[config.mk]
export PLATFORM = sky130hd
export DESIGN_NAME = zcu216_clk_reset_seq
export DESIGN_NICKNAME = d
export VERILOG_FILES = /design/src/rtl/zcu216_clk_pkg.sv /design/src/rtl/zcu216_bit_sync.sv /design/src/rtl/zcu216_clk_reset_seq.sv
export SDC_FILE = /design/constraint.sdc
export NUM_CORES = 1
export LEC_CHECK = 0
export BUFFER_PORTS_ARGS = -buffer_cell sky130_fd_sc_hd__buf_2
export CAP_MARGIN = 20
export CORE_ASPECT_RATIO = 0.5
export CORE_UTILIZATION = 57
export DETAILED_ROUTE_END_ITERATION = 6
export PLACE_DENSITY = 0.79
export SLEW_MARGIN = 20
export SYNTH_ARGS = -nofsm -noshare
export SYNTH_HDL_FRONTEND = slang
export SYNTH_SLANG_ARGS = --single-unit
[constraint.sdc]
create_clock -name adc_clk -period 1.9 [get_ports adc_clk]
set_input_delay 0.095 -clock adc_clk [delete_from_list [all_inputs] [get_ports adc_clk]]
set_output_delay 0.095 -clock adc_clk [all_outputs]
set_load 0.03 [all_outputs]
[src/rtl/zcu216_clk_pkg.sv]
// zcu216_clk_pkg: shared FSM states and constants for the ADC clock/reset sequencer
package zcu216_clk_pkg;
  typedef enum logic [1:0] {
    WAIT_LOCK = 2'd0,
    STABLE    = 2'd1,
    RUN       = 2'd2,
    LOST      = 2'd3
  } state_e;
  localparam int CNT_W = 16;
  localparam int STABLE_CYCLES_DEF = 1024;
endpackage

[src/rtl/zcu216_bit_sync.sv]
// zcu216_bit_sync: multi-flop synchroniser for a single asynchronous level
module zcu216_bit_sync #(
  parameter int STAGES = 2
) (
  input  logic clk,
  input  logic rst,
  input  logic d,
  output logic q
);
  (* ASYNC_REG = "TRUE" *) logic [STAGES-1:0] sync_q;
  logic [STAGES-1:0] sync_d;
  always_comb sync_d = {sync_q[STAGES-2:0], d};
  always_ff @(posedge clk or posedge rst)
    if (rst) sync_q <= '0;
    else sync_q <= sync_d;
  assign q = sync_q[STAGES-1];
endmodule

[src/rtl/zcu216_clk_reset_seq.sv]
// zcu216_clk_reset_seq: holds adc_clk-domain logic in reset until the MMCM lock has been stable
module zcu216_clk_reset_seq
  import zcu216_clk_pkg::*;
#(
  parameter int STABLE_CYCLES = STABLE_CYCLES_DEF,
  parameter int SYNC_STAGES = 2
) (
  input  logic             adc_clk,
  input  logic             rst,
  input  logic             mmcm_locked,
  input  logic             sw_rst,
  input  logic             cnt_clr,
  output logic             adc_rst,
  output logic             clk_ready,
  output logic [CNT_W-1:0] lock_loss_cnt,
  output logic [1:0]       state_o
);
  localparam logic [CNT_W-1:0] STAB_LAST = CNT_W'(STABLE_CYCLES - 1);
  logic locked_s;
  state_e state_q, state_d;
  logic [CNT_W-1:0] stab_q, stab_d, loss_q, loss_d;
  logic adc_rst_q, adc_rst_d, clk_ready_q, clk_ready_d, enter_lost;
  zcu216_bit_sync #(.STAGES(SYNC_STAGES)) u_sync (
    .clk(adc_clk),
    .rst(rst),
    .d  (mmcm_locked),
    .q  (locked_s)
  );
  // A lock drop in RUN wins over a coincident software reset so the loss is counted
  always_comb begin
    state_d = state_q;
    stab_d = stab_q;
    case (state_q)
      WAIT_LOCK: begin
        state_d = (locked_s && !sw_rst) ? STABLE : WAIT_LOCK;
        stab_d = '0;
      end
      STABLE: begin
        state_d = (sw_rst || !locked_s) ? WAIT_LOCK : (stab_q == STAB_LAST) ? RUN : STABLE;
        stab_d = stab_q + 1'b1;
      end
      RUN: state_d = !locked_s ? LOST : sw_rst ? WAIT_LOCK : RUN;
      default: state_d = WAIT_LOCK;
    endcase
    enter_lost = (state_q == RUN) && !locked_s;
    loss_d = cnt_clr ? CNT_W'(enter_lost) : (enter_lost && ~&loss_q) ? loss_q + 1'b1 : loss_q;
    adc_rst_d = state_d != RUN;
    clk_ready_d = (state_q == RUN) && (state_d == RUN);
  end
  always_ff @(posedge adc_clk or posedge rst)
    if (rst) begin
      state_q <= WAIT_LOCK;
      stab_q <= '0;
      loss_q <= '0;
      adc_rst_q <= 1'b1;
      clk_ready_q <= 1'b0;
    end else begin
      state_q <= state_d;
      stab_q <= stab_d;
      loss_q <= loss_d;
      adc_rst_q <= adc_rst_d;
      clk_ready_q <= clk_ready_d;
    end
  assign adc_rst = adc_rst_q;
  assign clk_ready = clk_ready_q;
  assign lock_loss_cnt = loss_q;
  assign state_o = state_q;
endmodule

==> results of run 1 <==
## cells in the mapped netlist (4+ instances only)
master	n	area, µm²
nand4_1	10	62.6
dfrtp_1	37	926
inv_1	5	18.8
a21oi_1	6	30.0
nand3_1	9	45.0
nor2_1	26	97.6
nor3_1	10	50.1
xnor2_1	11	96.3
nand2_1	13	48.8
and3_1	4	25.0
o21ai_0	8	40.0
xor2_1	8	70.1
## metrics by stage
stage,std cells,total power [mW],setup slack [ps]
floorplan,189,0.871,103
CTS,264,1.45,136
global route,264,1.49,3.60
detailed placement,254,0.885,143
finish,264,1.44,128
global placement,254,0.884,239
## state kept, by name, summed over array words and instances, names as in the netlist
name,cells
lock_loss_cnt,16
clk_ready,1
stab_q,16
adc_rst,1
state_o,2
u_sync.sync_q,2
## logic make-up (layout without fill, tap and decap cells)
logic type                 Yosys count  count (layout)
and+or+nand+nor                     95              95
DFF                                 38              38
AOI/OAI and AO/OA                   22              22
xor gates and xnor gates            19              19
buffers and inverters               11              46
adders and majority gates            2               2
muxes                                2               2
## routing by layer
metal	part of all wire, %	track usage (%)	up-vias
li1	-	-	753
met1	47	30.5	739
met2	48	37.2	31
met3	4.4	6.61	7
met4	0.95	9.83	0
met5	0	0	-
## cell type report
class,instances,share of cell area [%]
Tap cell,40,2.25
Inverter,5,0.846
Sequential cell,38,42.9
Clock buffer,7,3.89
Clock inverter,1,0.225
Multi-Input combinational cell,140,41.2
Timing Repair Buffer,33,8.68
## cell usage in the layout, fill, tap and decap left out, drive strengths merged, types with 6 or more instances in the layout
master / instances
dfrtp: 37
nand3: 9
xnor2: 11
xor2: 8
nor2: 27
buf: 31
nand4: 12
nand2: 13
a21oi: 6
nor3: 10
o21ai: 8
clkbuf: 7
## worst register-to-register path, cell delays in order (launching register included)
cell and delay [ps]:
dfrtp_1 460, nand4_1 240, nor4_4 480, or2b_2 230
mux2i_1 190, nor2_1 60
## worst max-delay path by stage
stage,start,end,cells past startpoint
after floorplan,lock_loss_cnt[12],lock_loss_cnt[1],5
after global placement,lock_loss_cnt[12],lock_loss_cnt[1],5
after detailed placement,lock_loss_cnt[12],lock_loss_cnt[1],5
after CTS,lock_loss_cnt[12],lock_loss_cnt[1],5
after global routing,lock_loss_cnt[12],lock_loss_cnt[1],5
final,lock_loss_cnt[12],lock_loss_cnt[1],5
## power by group through the flow
stage / sequential (mW) / clock, mW / combinational (mW)
global placement: 0.834 / 0 / 0.0499
finish: 0.819 / 0.567 / 0.0531
floorplan: 0.835 / 0 / 0.0355
detailed placement: 0.835 / 0 / 0.0509
global route: 0.819 / 0.614 / 0.0608
CTS: 0.819 / 0.578 / 0.0547
==> flow_summary_export.csv, run 1 <==
group,metric,value,unit
synthesis,synth_top_family_by_area,"simple AND/OR/NAND/NOR gates",
detailed_routing,via_per_inst,5.80,
floorplanning,dieWidth,84.4,µm
synthesis,yosys.area_share.simple,29.2,%
setup_path,crit_buf_inv,0,
sta,maxSlewViolCount,0,
synthesis,synth_cells,189,
pwr,pwr-share-clk,39.4,%
clock_network,cts_resized,0,
setup_path,required,2070,ps
sta,min_period,1770,ps
clock_network,numCtsBuffers,5,
setup_path,crit_path_start_kind,"flip-flop",
setup_path,path_cells,"nand4_1 > nor4_4 > or2b_2 > mux2i_1 > nor2_1",
sta,max_slew.worst_pin.slew,469,ps
clock_network,postCtsSetupRepairBufs,0,
sta,fin_crit_sh,93.3,%
floorplanning,start_util,62.0,%
clock_network,cts.path.max_buffers,2,
job,maxCapViolCount,0,
sta,hold_ws,46.1,ps
setup_path,critPathMaxStageDelay,480,ps
synthesis,synth-seq-area-share,49.3,%
setup_path,r2r_end,"lock_loss_cnt[1]",
floorplanning,io_pins,25,
hold_path,min_from,"sw_rst",
pwr,peakVddDrop,0.320,mV
setup_path,path_class,"flip-flop to flip-flop",
hold_path,hold_depth,2,
final_layout,register_area,952,µm²
final_layout,fin_nets,230,
floorplanning,die_y,43.2,µm
synthesis,synth.distinct_cells,42,
sta,slew_headroom,68.7,%
sta,fmax,0.564,GHz
clock_network,clock-root-buffer,"clkbuf_8",
setup_path,cp_max_fo,8,
synthesis,syn-cell-area,1930,µm²
pwr,p_sw_share,22.0,%
placement,dp_hpwl,2530,µm
synthesis,yosys.area_share.adder,1.29,%
synthesis,yosys-mux-area-fraction,1.10,%
synthesis,async_flop_share,100,%
setup_path,cp-end-kind,"flip-flop",
detailed_routing,num_vias,1530,
synthesis,ys_ff_latch,38,
detailed_routing,detail_route.iter0.violations,96,
pwr,powerDensity,648,nW/µm²
pwr,intPower,1.12,mW
floorplanning,core_area,3120,µm²
run_status,status,"finished, violations left",
final_layout,drive_above_1_share,21.4,%
final_layout,final_util,71.2,%
synthesis,synth_ff_type,"dfrtp_1",
sta,setup_viol,0,
clock_network,cts_sinks,38,
clock_network,worstSkewPairLatency,290,ps
final_layout,multiInputGateArea,915,µm²
pwr,combPwrFrac,3.7,%
sta,finalClockSkew,6.05,ps
synthesis,synth_area_per_cell,10.2,µm²
setup_path,r2r_setup_slack,130,ps
clock_network,cts_tree,"done",
global_route,globalRouteOverflowTotal,0,
synthesis,synth_compound_area_share,7.12,%
setup_path,critical_path_arrival,1940,ps
placement,finalWeightedCongestion,0.827,
synthesis,ys.warnings.count,0,
final_layout,area_delta_synth_final,14.8,%
clock_network,htreeDepth,2,
pwr,switching_power,0.316,mW
final_layout,insertedDiodeCount,0,
hold_path,hold_path.class,"primary input to flip-flop",
placement,io_buffers,24,
clock_network,cts_hold_buf,2,
setup_path,r2r_cells,5,
hold_path,hold_end,"clk_ready",
floorplanning,dieArea,3640,µm²
sta,hold_viol,0,
synthesis,synth_xor_area_share,8.61,%
global_route,antenna_found_initial,0,
setup_path,slowest_stage,"nor4_4",
detailed_routing,drtAntennaViolNets,0,
detailed_routing,wl_per_cell,14.0,µm
floorplanning,rows,14,
placement,place_area,2110,µm²
pwr,seqPwrFrac,56.9,%
final_layout,fillers,231,
sta,fin_setup_tns,0,ps
sta,rsz0062_at_grt,"no",
run_status,violations,"design-rule violations",
synthesis,synth-edff-count,0,
global_route,grt_max_degree,39,
setup_path,cp_top_family,"simple AND/OR/NAND/NOR gates",
pwr,cellLeakagePower,1.07,nW
detailed_routing,drc_errors,2,
global_route,grt_pass1_wl,6510,µm
setup_path,rr_startpoint,"lock_loss_cnt[12]",
synthesis,synth_nets,196,
clock_network,clkTransAtPathRegs,70,ps
detailed_routing,finalWirelength,3700,µm
detailed_routing,drt_first_pass_iters,6,
global_route,grt_use_total,23.3,%
final_layout,fin_area,2220,µm²
global_route,grt_pass1_vias,1462,
(Power assumes the default switching activity.)
==> run 2: changes to the inputs <==
--- a/config.mk
+++ b/config.mk
@@ -6,11 +6,10 @@
 export NUM_CORES = 1
 export LEC_CHECK = 0
 export BUFFER_PORTS_ARGS = -buffer_cell sky130_fd_sc_hd__buf_2
-export CAP_MARGIN = 20
 export CORE_ASPECT_RATIO = 0.5
-export CORE_UTILIZATION = 57
+export CORE_UTILIZATION = 61
 export DETAILED_ROUTE_END_ITERATION = 6
-export PLACE_DENSITY = 0.79
+export PLACE_DENSITY = 0.84
 export SLEW_MARGIN = 20
 export SYNTH_ARGS = -nofsm -noshare
 export SYNTH_HDL_FRONTEND = slang
==> constraint.sdc (replaced) <==
create_clock -name adc_clk -period 2.09 [get_ports adc_clk]
set_input_delay 0.1045 -clock adc_clk [delete_from_list [all_inputs] [get_ports adc_clk]]
set_output_delay 0.1045 -clock adc_clk [all_outputs]
set_load 0.03 [all_outputs]
==> flow_summary_export.csv, run 2 (synthesis gave the netlist of run 1 again) <==
group,metric,value,unit
final_layout,most-common-layout-cells,"dfrtp_1 (37), nor2_1 (26), buf_2 (24)",
final_layout,area_delta_synth_final,14.0,%
floorplanning,dieArea,3410,µm²
setup_path,crit_path_start_kind,"flip-flop",
clock_network,cts.path.max_buffers,2,
global_route,antenna_found_initial,0,
floorplanning,start_util,64.2,%
sta,hold_viol,0,
detailed_routing,num_vias,1619,
sta,slew_headroom,65.8,%
setup_path,cp_max_fo,6,
sta,fin_setup_tns,0,ps
final_layout,insertedDiodeCount,0,
clock_network,cts_tree,"done",
pwr,total_power,1.31,mW
clock_network,clock-root-buffer,"clkbuf_8",
placement,post-place-ws,278,ps
final_layout,mostFrequentLayoutCell,"dfrtp_1",
sta,min_period,1860,ps
pwr,peakVddDrop,0.375,mV
final_layout,fin_area,2200,µm²
setup_path,path_class,"flip-flop to flip-flop",
pwr,powerDensity,596,nW/µm²
clock_network,clkTransAtPathRegs,70,ps
global_route,grt_max_degree,39,
hold_path,hold_path.class,"primary input to flip-flop",
detailed_routing,drc_errors,0,
sta,max_slew.worst_pin.slew,508,ps
hold_path,hold_depth,2,
final_layout,drive_above_1_share,20.7,%
setup_path,cp-end-kind,"flip-flop",
floorplanning,die_y,41.8,µm
floorplanning,dieWidth,81.6,µm
detailed_routing,wl_per_cell,16.2,µm
placement,finalWeightedCongestion,0.817,
floorplanning,core_area,3010,µm²
final_layout,fin_nets,228,
detailed_routing,drt_first_pass_iters,4,
run_status,status,"complete, no violations",
setup_path,critical_path_arrival,2030,ps
detailed_routing,drtAntennaViolNets,0,
global_route,globalRouteOverflowTotal,0,
sta,setup_viol,0,
final_layout,final_util,73.2,%
sta,fmax,0.539,GHz
setup_path,r2r_cells,6,
sta,rsz0062_at_grt,"no",
global_route,grt_pass1_vias,1564,
detailed_routing,finalWirelength,4240,µm
sta,maxSlewViolCount,0,
floorplanning,io_pins,25,
sta,setup_slack,234,ps
setup_path,required,2270,ps
placement,dp_hpwl,2780,µm
sta,fin_crit_sh,88.8,%
pwr,cellLeakagePower,1.06,nW
detailed_routing,via_per_inst,6.18,
placement,io_buffers,24,
sta,finalClockSkew,7.51,ps
clock_network,worstSkewPairLatency,290,ps
clock_network,numCtsBuffers,5,
placement,place_area,2090,µm²
clock_network,cts_sinks,38,
detailed_routing,detail_route.iter0.violations,87,
floorplanning,rows,14,
clock_network,postCtsSetupRepairBufs,0,
job,maxCapViolCount,0,
clock_network,htreeDepth,2,
global_route,grt_pass1_wl,7100,µm
global_route,grt_use_total,28.9,%
==> run 2: path summary, 6_finish.rpt <==
path	slack, ps	to	from
max	230	stab_q[14]	stab_q[1]
min	40	clk_ready	sw_rst
max reg2reg	230	stab_q[14]	stab_q[1]
min reg2reg	360	u_sync.sync_q[1]	u_sync.sync_q[0]
max in group asynchronous	1280	adc_rst	rst
min in group asynchronous	450	lock_loss_cnt[1]	rst
==> run 2: final cells by class <==
| class | count | area, µm² |
|---|---|---|
| Sequential cell | 38 | 952 |
| Tap cell | 40 | 50.0 |
| Inverter | 5 | 18.8 |
| Timing Repair Buffer | 31 | 178 |
| Fill cell | 210 | 808 |
| Clock inverter | 1 | 5.00 |
| Clock buffer | 7 | 86.3 |
| Multi-Input combinational cell | 140 | 915 |
==> run 2: through the flow <==
stage | instances | hold WS, ps
floorplan | 189 | 136
detailed placement | 252 | 214
finish | 262 | 40.7
global placement | 252 | 214
global route | 262 | 42.1
CTS | 262 | 37.6
==> run 2: per-layer routing <==
metal	global-route usage (%)	wire (µm)	vias to the layer above
met5	0	0	-
li1	-	-	747
met3	8.57	238	20
met1	34.5	1750	783
met4	20.4	184	0
met2	44.7	2060	69
==> run 2: critical path, stage by stage, from the launching register on <==
cell	delay [ps]
dfrtp_1	400
ha_1	280
nand4b_4	160
nor4_1	480
nand3_1	160
xor2_1	180
nor2_1	70
==> run 2: what timing repair did <==
item                                   in CTS  in global routing
resized for setup                           0                  0
hold buffers                                2                  0
endpoints found under the hold margin      38                  0
==> run 2: power by group <==
group          switching, mW  internal [mW]  total (mW)
clock network          0.254          0.266       0.520
logic                 0.0329         0.0136      0.0465
registers            0.00688          0.740       0.747
total                  0.294           1.02        1.31
